==> src/rtl/pwm_capture_pkg.sv <==
// Shared types and defaults for the pwm_capture channel.
package pwm_capture_pkg;

  typedef enum logic [1:0] {
    ST_IDLE = 2'd0,
    ST_ARM  = 2'd1,
    ST_HIGH = 2'd2,
    ST_LOW  = 2'd3
  } cap_state_t;

  localparam int unsigned DEF_CNT_W       = 16;
  localparam int unsigned DEF_SYNC_STAGES = 2;
  localparam int unsigned DEF_FILTER_LEN  = 4;

  // All-ones value of a w-bit counter; the counter saturates here.
  function automatic logic [31:0] cnt_sat(input int unsigned w);
    return (32'd1 << w) - 32'd1;
  endfunction

endpackage

==> src/rtl/pwm_input_conditioner.sv <==
// Synchronizer, optional glitch filter (PWM_CAPTURE_FILTER_EN) and edge detect
// for the asynchronous PWM input.
module pwm_input_conditioner
  import pwm_capture_pkg::*;
#(
  parameter int unsigned SYNC_STAGES = DEF_SYNC_STAGES,
  parameter int unsigned FILTER_LEN  = DEF_FILTER_LEN
) (
  input  logic clk,
  input  logic reset,
  input  logic pwm_in,
  output logic lvl,
  output logic rise,
  output logic fall
);

  logic [SYNC_STAGES-1:0] sync_q;
  logic                   sy;
  logic                   lvl_q;

  always_ff @(posedge clk) begin
    if (reset) begin
      sync_q <= '0;
    end else begin
      sync_q <= {sync_q[SYNC_STAGES-2:0], pwm_in};
    end
  end

  assign sy = sync_q[SYNC_STAGES-1];

`ifdef PWM_CAPTURE_FILTER_EN
  localparam int unsigned FCNT_W = (FILTER_LEN < 2) ? 1 : $clog2(FILTER_LEN);

  logic [FCNT_W-1:0] filt_cnt;
  logic              lvl_f;

  // Counts consecutive samples disagreeing with the accepted level.
  always_ff @(posedge clk) begin
    if (reset) begin
      lvl_f    <= 1'b0;
      filt_cnt <= '0;
    end else if (sy == lvl_f) begin
      filt_cnt <= '0;
    end else if (filt_cnt == FCNT_W'(FILTER_LEN - 1)) begin
      lvl_f    <= sy;
      filt_cnt <= '0;
    end else begin
      filt_cnt <= filt_cnt + FCNT_W'(1);
    end
  end

  assign lvl = lvl_f;
`else
  assign lvl = sy;

  // FILTER_LEN stays in the parameter list so both builds share one interface.
  if (FILTER_LEN == 0) begin : g_filter_len_unused
  end
`endif

  always_ff @(posedge clk) begin
    if (reset) begin
      lvl_q <= 1'b0;
    end else begin
      lvl_q <= lvl;
    end
  end

  assign rise = lvl & ~lvl_q;
  assign fall = ~lvl & lvl_q;

endmodule

==> src/rtl/pwm_capture.sv <==
// PWM period/high-time capture with valid/ready result handshake and
// stuck-level timeout. Optional input glitch filter: PWM_CAPTURE_FILTER_EN.
module pwm_capture
  import pwm_capture_pkg::*;
#(
  parameter int unsigned CNT_W       = DEF_CNT_W,
  parameter int unsigned SYNC_STAGES = DEF_SYNC_STAGES,
  parameter int unsigned FILTER_LEN  = DEF_FILTER_LEN
) (
  input  logic             clk,
  input  logic             reset,
  input  logic             enable,
  input  logic             pwm_in,
  input  logic             meas_ready,
  output logic             meas_valid,
  output logic [CNT_W-1:0] period_out,
  output logic [CNT_W-1:0] high_out,
  output logic             overrun,
  output logic             stuck,
  output logic             stuck_level
);

  localparam logic [CNT_W-1:0] CNT_SAT = CNT_W'(cnt_sat(CNT_W));

  logic             lvl, rise, fall;
  cap_state_t       state, state_next;
  logic [CNT_W-1:0] cnt, high_q;
  logic             do_latch, do_publish, do_timeout;

  pwm_input_conditioner #(
    .SYNC_STAGES(SYNC_STAGES),
    .FILTER_LEN (FILTER_LEN)
  ) u_cond (
    .clk   (clk),
    .reset (reset),
    .pwm_in(pwm_in),
    .lvl   (lvl),
    .rise  (rise),
    .fall  (fall)
  );

  always_ff @(posedge clk) begin
    if (reset) begin
      state <= ST_IDLE;
    end else begin
      state <= state_next;
    end
  end

  // Timeout takes priority over an edge seen in the same cycle.
  always_comb begin
    state_next = state;
    do_latch   = 1'b0;
    do_publish = 1'b0;
    do_timeout = 1'b0;
    if (!enable) begin
      state_next = ST_IDLE;
    end else begin
      case (state)
        ST_IDLE: state_next = ST_ARM;
        ST_ARM:  if (rise) state_next = ST_HIGH;
        ST_HIGH: begin
          if (cnt == CNT_SAT) begin
            do_timeout = 1'b1;
            state_next = ST_ARM;
          end else if (fall) begin
            do_latch   = 1'b1;
            state_next = ST_LOW;
          end
        end
        ST_LOW: begin
          if (cnt == CNT_SAT) begin
            do_timeout = 1'b1;
            state_next = ST_ARM;
          end else if (rise) begin
            do_publish = 1'b1;
            state_next = ST_HIGH;
          end
        end
        default: state_next = ST_IDLE;
      endcase
    end
  end

  always_ff @(posedge clk) begin
    if (reset || !enable) begin
      cnt <= '0;
    end else if (rise) begin
      cnt <= CNT_W'(1);
    end else if (cnt != CNT_SAT) begin
      cnt <= cnt + CNT_W'(1);
    end
  end

  always_ff @(posedge clk) begin
    if (reset) begin
      high_q <= '0;
    end else if (do_latch) begin
      high_q <= cnt;
    end
  end

  always_ff @(posedge clk) begin
    if (reset) begin
      meas_valid  <= 1'b0;
      period_out  <= '0;
      high_out    <= '0;
      overrun     <= 1'b0;
      stuck       <= 1'b0;
      stuck_level <= 1'b0;
    end else begin
      if (do_publish) begin
        if (!meas_valid || meas_ready) begin
          meas_valid <= 1'b1;
          period_out <= cnt;
          high_out   <= high_q;
          overrun    <= 1'b0;
        end else begin
          overrun <= 1'b1;
        end
      end else if (meas_valid && meas_ready) begin
        meas_valid <= 1'b0;
        overrun    <= 1'b0;
      end

      if (do_timeout) begin
        stuck       <= 1'b1;
        stuck_level <= lvl;
      end else if (rise) begin
        stuck <= 1'b0;
      end
    end
  end

endmodule

==> config.mk <==
export PLATFORM = sky130hd
export DESIGN_NAME = pwm_capture
export DESIGN_NICKNAME = d
export VERILOG_FILES = /design/src/rtl/pwm_capture_pkg.sv /design/src/rtl/pwm_input_conditioner.sv /design/src/rtl/pwm_capture.sv
export SDC_FILE = /design/constraint.sdc
export NUM_CORES = 1
export LEC_CHECK = 0
export CAP_MARGIN = 10
export CORE_ASPECT_RATIO = 1.25
export CORE_MARGIN = 4
export CORE_UTILIZATION = 50
export CTS_BUF_LIST = sky130_fd_sc_hd__clkbuf_4 sky130_fd_sc_hd__clkbuf_8
export DETAILED_ROUTE_END_ITERATION = 6
export GPL_TIMING_DRIVEN = 1
export PLACE_DENSITY = 0.85
export SLEW_MARGIN = 15
export SYNTH_ARGS = -nofsm -noshare
export SYNTH_HDL_FRONTEND = slang
export SYNTH_SLANG_ARGS = --single-unit
==> constraint.sdc <==
create_clock -name clk -period 5.6 [get_ports clk]
set_input_delay 1.12 -clock clk [delete_from_list [all_inputs] [get_ports clk]]
set_output_delay 1.12 -clock clk [all_outputs]
set_load 0.05 [all_outputs]
==> run metrics, run 1 <==
run status complete, no violations; first drt pass iteration count 4; prevailing post-synth register cell sky130_fd_sc_hd__dfxtp_1; overall track demand over capacity in global routing 17.7%; Cell variety after synth 41; number of antenna-violating nets in the routed design 0; actual slew at the worst max-slew pin around 1.2 ns; fin worst setup slack 2.58 ns; area of the placeable core 0.00593 mm^2; library cell with the highest instance count after synthesis sky130_fd_sc_hd__dfxtp_1; Num CTS Buffers 9; Rows 31; PwrDens ~260 mW/mm^2; average instance area after synthesis 10.0 um^2; TritonCTS clock tree built; final non-filler cell area 0.00373 mm^2; RD Place Congestion approximately 0.84; Total Routed Length 6020 um; critical setup path kind in -> reg; register clock-pin slew on the reported worst setup and hold paths 0.07 ns; synthesized flop and latch total 73; final setup violation count 0; buffer and inverter count on the worst path 1; maximum fanout count along the critical path 18; synthesized netlist net count 316; Critical Path Source Type primary input; Die Width between 70 and 80 um; CTS Hold Buffers Added 0; Max clock buf depth 2; worst ir drop on vdd between 150 and 200 uV; final clock period utilization by the worst path between 50% and 60%; Clock Sinks 73; total vias in the final route between 2k and 2.5k; series of cell instances along the critical path clkdlybuf4s50_1 > nand2_1 > nor2_1 > nand3_1 > mux2i_1; die area 0.00755 mm^2; crit-path max cell delay 0.85 ns; post-synthesis share of cell area spent on and, or, nand and nor gates 26.9%; share of synthesized cell area in full adder, half adder and majority cells 0.402%; complex-gate fraction of the synthesized area 6.07%; Seq/Total Area, Yosys 47.0%; maximum number of pins on one net before global-route repair 73; proportion of netlist area held by the largest area contributor 47.0%; starting utilization of the core area 52.4%; antenna diode count 0; count of placed standard cells in the final layout, fillers left out 431; pre-CTS setup slack 2.26 ns; wire per inst 14.0 um; Final Hold Fails 0; most common library cells after synthesis sky130_fd_sc_hd__dfxtp_1, sky130_fd_sc_hd__nand2b_1, sky130_fd_sc_hd__mux2i_1; Hold Path Class reg -> reg; cell taking the most area after synthesis sky130_fd_sc_hd__dfxtp_1; pins over their slew limit 0; leakage dissipation 1.34 nW; half-perimeter wire length of the detailed placement result 3990 um; number of global-route vias before repair 2307; XOR/XNOR Fraction of Synth Area less than 1%; post-place instance area ~0.0035 mm^2; largest family of logic cells by synthesized area simple AND/OR/NAND/NOR gates; setup repair after global routing missed its margin no; Initial DRC Count 85; Mapped Cells between 300 and 400; netlist area before placement 0.00311 mm^2; latest clock arrival within the worst-skew pair 0.35 ns; number of cells upsized or downsized after cts 0; Yosys warnings 0; Critical Path Sink Type flip-flop; wire length of the first global-routing pass 10400 um; number of levels the H-tree was split into 3; growth of design area from synthesis to finish 20.0%; fraction of synthesis flops using an asynchronous set or reset pin 0%; total overflow reported by the global router 0; dpl cells 415; total of buffers placed on input and output ports 40; Final Skew 0.00979 ns; number of setup buffers added after CTS 0; worst endpoint data arrival time about 3.3 ns; mean number of vias per cell about 5.3; number of nets in the finished design 350; ratio of cells with drive above 1 in the final layout 7.16%; post-route setup TNS 0 ns; post-layout min period 3.02 ns; slew margin rel. around 22%; post-synthesis mux area share 15.4%; DRC viols 0; count of flip-flops with a built-in enable after synthesis 0; cell types occupying the most area after synthesis sky130_fd_sc_hd__dfxtp_1, sky130_fd_sc_hd__mux2i_1, sky130_fd_sc_hd__nand2b_1, sky130_fd_sc_hd__nor2_1, sky130_fd_sc_hd__a21oi_1; number of top-level pins between 40 and 50; cell with the biggest individual delay on the critical path sky130_fd_sc_hd__nand3_1; initial antenna violation count 0; clock tree root driver cell sky130_fd_sc_hd__clkbuf_8; top cell family by delay on the critical path simple AND/OR/NAND/NOR gates; critical path data required time 5.85 ns; die height 96.2 um; MaxCap Viol Count 0; timing-limited maximum frequency 0.331 GHz; Worst Hold Slack around 0.45 ns
## layout make-up
class / instances / area [um^2]
clock buffer: 12 / 153
clock inverter: 4 / 52.6
tap: 82 / 103
multi-input combinational: 215 / 1530
timing repair buffer: 43 / 423
sequential: 73 / 1460
fill: 519 / 2200
inverter: 2 / 7.51
## power breakdown
group	internal (W)	leakage [nW]	total, W	switching (W)
logic	0.0000122	0.649	0.0000230	0.0000108
registers	0.000521	0.589	0.000523	0.00000224
clock network	0.000229	0.107	0.000420	0.000191
total	0.000762	1.34	0.000966	0.000204
## through the flow
step | util, % | total power [W]
after global placement | 59.4 | 0.000557
after floorplan | - | 0.000552
after global routing | 62.9 | 0.00100
after detailed placement | 59.4 | 0.000558
final | 62.9 | 0.000966
after CTS | 62.9 | 0.000977
## logic make-up (layout without fill, tap and decap cells)
family                     after synthesis  after routing
adders and majority gates                1              1
muxes                                   48             48
buffers and inverters                   22             61
DFF                                     73             73
and+or+nand+nor                        136            136
xor gates and xnor gates                 1              1
AOI/OAI and AO/OA                       29             29
## cells in the final DEF, fill, tap and decap left out, types with 3 or more instances in the layout
master                            instances
sky130_fd_sc_hd__dfxtp_1                 73
sky130_fd_sc_hd__nand2b_1                67
sky130_fd_sc_hd__mux2i_1                 48
sky130_fd_sc_hd__clkdlybuf4s50_1         40
sky130_fd_sc_hd__nor2_1                  13
sky130_fd_sc_hd__clkbuf_8                10
sky130_fd_sc_hd__a21oi_1                  9
sky130_fd_sc_hd__nand2_1                  7
sky130_fd_sc_hd__and3_1                   7
sky130_fd_sc_hd__nor3_1                   6
sky130_fd_sc_hd__nand4_1                  5
sky130_fd_sc_hd__nand3_1                  5
sky130_fd_sc_hd__o21ai_0                  5
sky130_fd_sc_hd__nor2b_1                  5
sky130_fd_sc_hd__nor4_1                   4
sky130_fd_sc_hd__or3_1                    4
sky130_fd_sc_hd__or4_1                    3
sky130_fd_sc_hd__a31oi_1                  3
sky130_fd_sc_hd__a211oi_1                 3
sky130_fd_sc_hd__buf_4                    3
## worst reg2reg max path: stages, from the launching register on
cell	delay (ns)
sky130_fd_sc_hd__dfxtp_1	0.44
sky130_fd_sc_hd__ha_1	0.28
sky130_fd_sc_hd__nand3_2	0.17
sky130_fd_sc_hd__or4_4	0.66
sky130_fd_sc_hd__nand3_1	0.82
sky130_fd_sc_hd__mux2i_1	0.30
## flip-flops by register name, summed over array words and instances (netlist names)
signal,count
cnt,16
high_out,16
high_q,16
meas_valid,1
overrun,1
period_out,16
state,2
stuck,1
stuck_level,1
u_cond.lvl_q,1
u_cond.sync_q,2
## layer usage
layer | routed length [um] | global-route usage, %
met5 | 0 | 0
met4 | 94 | 10.2
met3 | 259 | 4.40
met2 | 3110 | 31.3
met1 | 2550 | 19.3
## worst paths after layout
path / slack, ns / startpoint / endpoint / depth (start not counted)
worst min-delay path: 0.45 / u_cond.sync_q[0]$_SDFF_PP0_ / u_cond.sync_q[1]$_SDFF_PP0_ / 1
worst max register to register: 2.85 / cnt[0]$_SDFFE_PP0P_ / period_out[5]$_SDFFE_PP0P_ / 5
worst max-delay path: 2.58 / enable / period_out[5]$_SDFFE_PP0P_ / 5
worst min register to register: 0.45 / u_cond.sync_q[0]$_SDFF_PP0_ / u_cond.sync_q[1]$_SDFF_PP0_ / 1
Power figures use the tool's default switching activity.
==> inputs of run 2 (changes only) <==
Settings changed: PLACE_DENSITY 0.85 to 0.88.
Clock period 5.6 ns to 2.7 ns, I/O delays scaled along.
==> run 2 against run 1 <==
  * Clock power is 110% higher
  * Sequential power rose by 110%
  * Clock-buffer cell count did not move
  * Non-clock buffer count is 2 higher
  * Register-to-register slack worse by 2.4 ns
  * Setup slack worse by 2.2 ns
  * First-iteration DRC count rose by 58%
  * Core utilization rose by 0.34 points
  * Highest routed layer unchanged
==> run metrics, run 2 (synthesis gave the netlist of run 1 again) <==
fin util 63.2% (was 62.9%); number of levels the H-tree was split into 3 (unchanged); number of cells upsized or downsized after cts 0 (unchanged); Initial DRC Count 134 (was 85); worst endpoint data arrival time 2.54 ns (was 3.27 ns); PwrDens 536 mW/mm^2 (was 259 mW/mm^2); critical setup path kind reg -> reg (was in -> reg); fill cell instance count of the final layout 478 (was 519); number of global-route vias before repair 2267 (was 2307); number of setup buffers added after CTS 0 (unchanged); Num CTS Buffers 9 (unchanged); total overflow reported by the global router 0 (unchanged); pre-CTS setup slack 0.481 ns (was 2.26 ns); die area 0.00755 mm^2 (unchanged); slew margin rel. 64.7% (was 22.4%); wire length of the first global-routing pass 10400 um (about the same); post-route setup TNS 0 ns (unchanged); Worst Reg2Reg Path Length in Cells 6 (was 5); leakage dissipation 1.35 nW (was 1.34 nW); total of buffers placed on input and output ports 40 (unchanged); fin worst setup slack 0.424 ns (was 2.58 ns); Rows 31 (unchanged); RD Place Congestion 0.887 (was 0.840); maximum number of pins on one net before global-route repair 72 (was 73); Max clock buf depth 2 (unchanged); maximum fanout count along the critical path 18 (unchanged); clock tree root driver cell sky130_fd_sc_hd__clkbuf_8 (unchanged); number of instances on the worst hold path 1 (unchanged); register clock-pin slew on the reported worst setup and hold paths 0.08 ns (was 0.07 ns); register cell area after layout 0.00146 mm^2 (unchanged); wire per inst 13.8 um (was 14.0 um); latest clock arrival within the worst-skew pair 0.34 ns (was 0.35 ns); number of top-level pins 41 (unchanged); area of the placeable core 0.00593 mm^2 (unchanged); Die Width 78.5 um (unchanged); number of nets in the finished design 352 (was 350); actual slew at the worst max-slew pin 0.515 ns (was 1.16 ns); TritonCTS clock tree built (unchanged); post-layout min period approximately 2.3 ns; run status complete, no violations (unchanged); timing-limited maximum frequency 0.439 GHz; Critical Path Sink Type flip-flop (unchanged); overall track demand over capacity in global routing 17.4% (was 17.7%); worst ir drop on vdd 348 uV (was 200 uV); mean number of vias per cell 5.34 (about the same); total area of multi-input combinational cells 0.00153 mm^2 (unchanged); pins over their slew limit 0 (unchanged); final clock period utilization by the worst path roughly 84%; total vias in the final route 2311 (was 2300); detailed-routing wirelength on met1 2660 um (was 2550 um); topmost layer with routed signal wires met4 (unchanged); Clock Sinks 73 (unchanged); Critical Path Source Type flip-flop (was primary input); most used cells in the layout excluding fill and tap cells sky130_fd_sc_hd__dfxtp_1, sky130_fd_sc_hd__nand2b_1, sky130_fd_sc_hd__mux2i_1 (unchanged); Final Skew 0.00863 ns (was 0.00979 ns); Total Routed Length 5970 um (was 6020 um); critical path data required time 2.97 ns (was 5.85 ns); growth of design area from synthesis to finish 20.6% (was 20.0%); number of antenna-violating nets in the routed design 0 (unchanged); ratio of cells with drive above 1 in the final layout 7.69% (was 7.16%); setup repair after global routing missed its margin no (unchanged); CTS Hold Buffers Added 0 (unchanged); first drt pass iteration count 4 (unchanged); antenna diode count 0 (unchanged); half-perimeter wire length of the detailed placement result 4060 um (was 3990 um); MaxCap Viol Count 0 (unchanged); final setup violation count 0 (unchanged); initial antenna violation count 0 (unchanged); Final Hold Fails 0 (unchanged); DRC viols 0 (unchanged); met3 routed WL 282 um (was 259 um); leading cell type in the layout, fill and taps excluded sky130_fd_sc_hd__dfxtp_1 (unchanged); Hold Path Class reg -> reg (unchanged); Detail Route met2 WL 2920 um (was 3110 um); starting utilization of the core area 52.4% (unchanged); die height 96.2 um (unchanged)
-- run 2: critical path, stage by stage (launching register included) --
cell and delay (ns):
sky130_fd_sc_hd__dfxtp_1 0.43, sky130_fd_sc_hd__ha_1 0.28, sky130_fd_sc_hd__nand3_2 0.17, sky130_fd_sc_hd__or4_4 0.66, sky130_fd_sc_hd__nand3_1 0.12, sky130_fd_sc_hd__buf_4 0.31
sky130_fd_sc_hd__mux2i_1 0.23
-- run 2: where the power goes --
group	total [W]	switching [W]	internal (W)	leakage [nW]
Clock	0.000876	0.000389	0.000488	0.106
Sequential	0.00108	0.00000439	0.00108	0.589
Combinational	0.0000494	0.0000231	0.0000264	0.657
Total	0.00201	0.000416	0.00159	1.35
-- run 2: path summary, 6_finish.rpt --
kind                          startpoint                           to  slack (ns)
max                  cnt[0]$_SDFFE_PP0P_  period_out[12]$_SDFFE_PP0P_        0.42
min          u_cond.sync_q[0]$_SDFF_PP0_  u_cond.sync_q[1]$_SDFF_PP0_        0.45
max reg2reg          cnt[0]$_SDFFE_PP0P_  period_out[12]$_SDFFE_PP0P_        0.42
min reg2reg  u_cond.sync_q[0]$_SDFF_PP0_  u_cond.sync_q[1]$_SDFF_PP0_        0.45
-- run 2: cell type report --
class	count	area share (%)
sequential	73	38.9
multi-input combinational	215	40.8
clock buffer	12	4.23
tap	82	2.73
clock inverter	4	1.37
inverter	2	0.200
timing repair buffer	45	11.7
-- run 2: through the flow --
| step | total power (W) | area, um^2 | instances | hold WS [ns] |
|---|---|---|---|---|
| 4_1_cts | 0.00203 | 3750 | 433 | 0.457 |
| 5_1_grt | 0.00208 | 3750 | 433 | 0.467 |
| 3_5_place_dp | 0.00116 | 3540 | 417 | 0.431 |
| 6_report | 0.00201 | 3750 | 433 | 0.448 |
| 2_1_floorplan | 0.00114 | 3110 | 310 | 0.414 |
| 3_3_place_gp | 0.00116 | 3540 | 417 | 0.426 |
-- run 2: layer usage --
metal,vias up,global-route usage (%)
li1,1162,-
met2,58,28.6
met3,12,4.68
met1,1079,21.0
met4,0,8.60
met5,-,0
==> inputs of run 3 (changes only) <==
Settings changed: PLACE_DENSITY 0.88 to 0.85.
Clock period 2.7 ns to 2.2 ns, I/O delays scaled along.
==> run 3 against run 2 <==
  * Cell area is 2.0% higher
  * Power is 27% higher
  * Worst hold slack better by 0.0076 ns
  * Largest cell class unchanged
  * Global-route usage is 0.21 points lower
==> run metrics, run 3 (synthesis gave the netlist of run 1 again) <==
final setup violation count 0 (unchanged); pre-CTS setup slack 0.128 ns (was 0.481 ns); proportion of power drawn by flip-flops and latches 52.0% (was 53.9%); top cell family by delay on the critical path buffers and inverters (was simple AND/OR/NAND/NOR gates); most used cells in the layout excluding fill and tap cells sky130_fd_sc_hd__dfxtp_1, sky130_fd_sc_hd__nand2b_1, sky130_fd_sc_hd__mux2i_1 (unchanged); TritonCTS clock tree built (unchanged); leading cell type in the layout, fill and taps excluded sky130_fd_sc_hd__dfxtp_1 (unchanged); die area 0.00755 mm^2 (unchanged); first drt pass iteration count 5 (was 4); starting utilization of the core area 52.4% (unchanged); Num CTS Buffers 9 (unchanged); mean number of vias per cell 5.32 (was 5.34); dpl cells 422 (was 417); half-perimeter wire length of the detailed placement result 4150 um (was 4060 um); number of cells upsized or downsized after cts 0 (unchanged); growth of design area from synthesis to finish 23.1% (was 20.6%); post-layout min period 1.99 ns; slew margin rel. 66.1% (was 64.7%); series of cell instances along the critical path clkdlybuf4s50_1 (was ha_1 > nand3_2 > or4_4 > nand3_1 > buf_4 > mux2i_1); combinational fraction of design power 2.5% (about the same); Rows 31 (unchanged); register clock-pin slew on the reported worst setup and hold paths 0.07 ns (was 0.08 ns); number of levels the H-tree was split into 3 (unchanged); critical setup path kind reg -> out (was reg -> reg); Die Width 78.5 um (unchanged); clock tree root driver cell sky130_fd_sc_hd__clkbuf_8 (unchanged); DRC viols 0 (unchanged); Critical Path Source Type flip-flop (unchanged); switching power 0.000514 W (was 0.000416 W); actual slew at the worst max-slew pin 0.495 ns (was 0.515 ns); worst ir drop on vdd 384 uV (was 348 uV); initial antenna violation count 0 (unchanged); timing-limited maximum frequency 0.502 GHz; CTS Hold Buffers Added 0 (unchanged); MaxCap Viol Count 0 (unchanged); maximum fanout count along the critical path 4 (was 18); overall track demand over capacity in global routing 17.2% (was 17.4%); post-route setup TNS 0 ns (unchanged); total of buffers placed on input and output ports 40 (unchanged); Total Routed Length 6090 um (was 5970 um); setup repair after global routing missed its margin no (unchanged); Final Skew 0.00797 ns (was 0.00863 ns); internal power 0.00204 W (was 0.00159 W); wire length of the first global-routing pass 10200 um (was 10400 um); antenna diode count 0 (unchanged); pins over their slew limit 0 (unchanged); number of top-level pins 41 (unchanged); number of setup buffers added after CTS 0 (unchanged); critical path data required time 1.76 ns (was 2.97 ns); Final Hold Fails 0 (unchanged); cell with the biggest individual delay on the critical path sky130_fd_sc_hd__clkdlybuf4s50_1 (was sky130_fd_sc_hd__or4_4); total overflow reported by the global router 0 (unchanged); maximum number of pins on one net before global-route repair 72 (unchanged); fin worst setup slack 0.210 ns (was 0.424 ns); ratio of cells with drive above 1 in the final layout 8.99% (was 7.69%); number of antenna-violating nets in the routed design 0 (unchanged); switching fraction of total power 20.1% (was 20.7%); Hold Path Class reg -> reg (unchanged); PwrDens 667 mW/mm^2 (was 536 mW/mm^2); crit-path max cell delay 0.84 ns (was 0.66 ns); count of placed standard cells in the final layout, fillers left out 438 (was 433); Max clock buf depth 2 (unchanged); run status complete, no violations (unchanged); worst endpoint data arrival time 1.55 ns (was 2.54 ns); Clock Sinks 73 (unchanged); number of nets in the finished design 357 (was 352); die height 96.2 um (unchanged); leakage dissipation 1.40 nW (was 1.35 nW); area of the placeable core 0.00593 mm^2 (unchanged); latest clock arrival within the worst-skew pair 0.34 ns (about the same); Critical Path Sink Type output port (was flip-flop); RD Place Congestion 0.813 (was 0.887); buffer and inverter count on the worst path 1 (unchanged); wire per inst 13.9 um (was 13.8 um); final clock period utilization by the worst path 90.5%; Worst Hold Slack 0.456 ns (was 0.448 ns); total power after layout 0.00256 W (was 0.00201 W); Initial DRC Count 106 (was 134); number of global-route vias before repair 2229 (was 2267); total vias in the final route 2330 (was 2311); power share of the clock group 45.4% (was 43.6%)
[run 3: layout make-up]
class	count	area, um^2
Fill cell	469	2110
Multi-Input combinational cell	215	1530
Sequential cell	73	1460
Timing Repair Buffer	50	500
Clock buffer	12	146
Tap cell	82	103
Clock inverter	4	77.6
Inverter	2	7.51
[run 3: per-layer routing]
metal  vias to the layer above  global-route usage (%)  wire length (um)
met2                        46                    29.2              3040
met5                         -                       0                 0
met3                         8                    4.78               208
li1                       1177                       -                 -
met4                         0                    8.16                96
met1                      1099                    20.0              2750
[run 3: through the flow]
stage | instance area, um^2 | util [%]
2_1_floorplan | 3110 | -
3_3_place_gp | 3600 | 60.7
3_5_place_dp | 3600 | 60.7
4_1_cts | 3830 | 64.5
5_1_grt | 3830 | 64.5
6_report | 3830 | 64.5
[run 3: power groups by stage]
stage / clock network [W] / logic [W] / registers, W
floorplan: 0 / 0.0000441 / 0.00136
global placement: 0 / 0.0000635 / 0.00136
detailed placement: 0 / 0.0000649 / 0.00136
CTS: 0.00118 / 0.0000652 / 0.00133
global route: 0.00125 / 0.0000707 / 0.00133
finish: 0.00116 / 0.0000651 / 0.00133
[run 3: worst paths after layout]
kind                                     from                           to  slack (ns)  cells after the start
setup / recovery      meas_valid$_SDFFE_PP0P_                   meas_valid        0.21                      1
hold / removal    u_cond.sync_q[0]$_SDFF_PP0_  u_cond.sync_q[1]$_SDFF_PP0_        0.46                      1
hold reg to reg   u_cond.sync_q[0]$_SDFF_PP0_  u_cond.sync_q[1]$_SDFF_PP0_        0.46                      1
setup reg to reg          cnt[5]$_SDFFE_PP0P_  period_out[12]$_SDFFE_PP0P_        0.25                      5
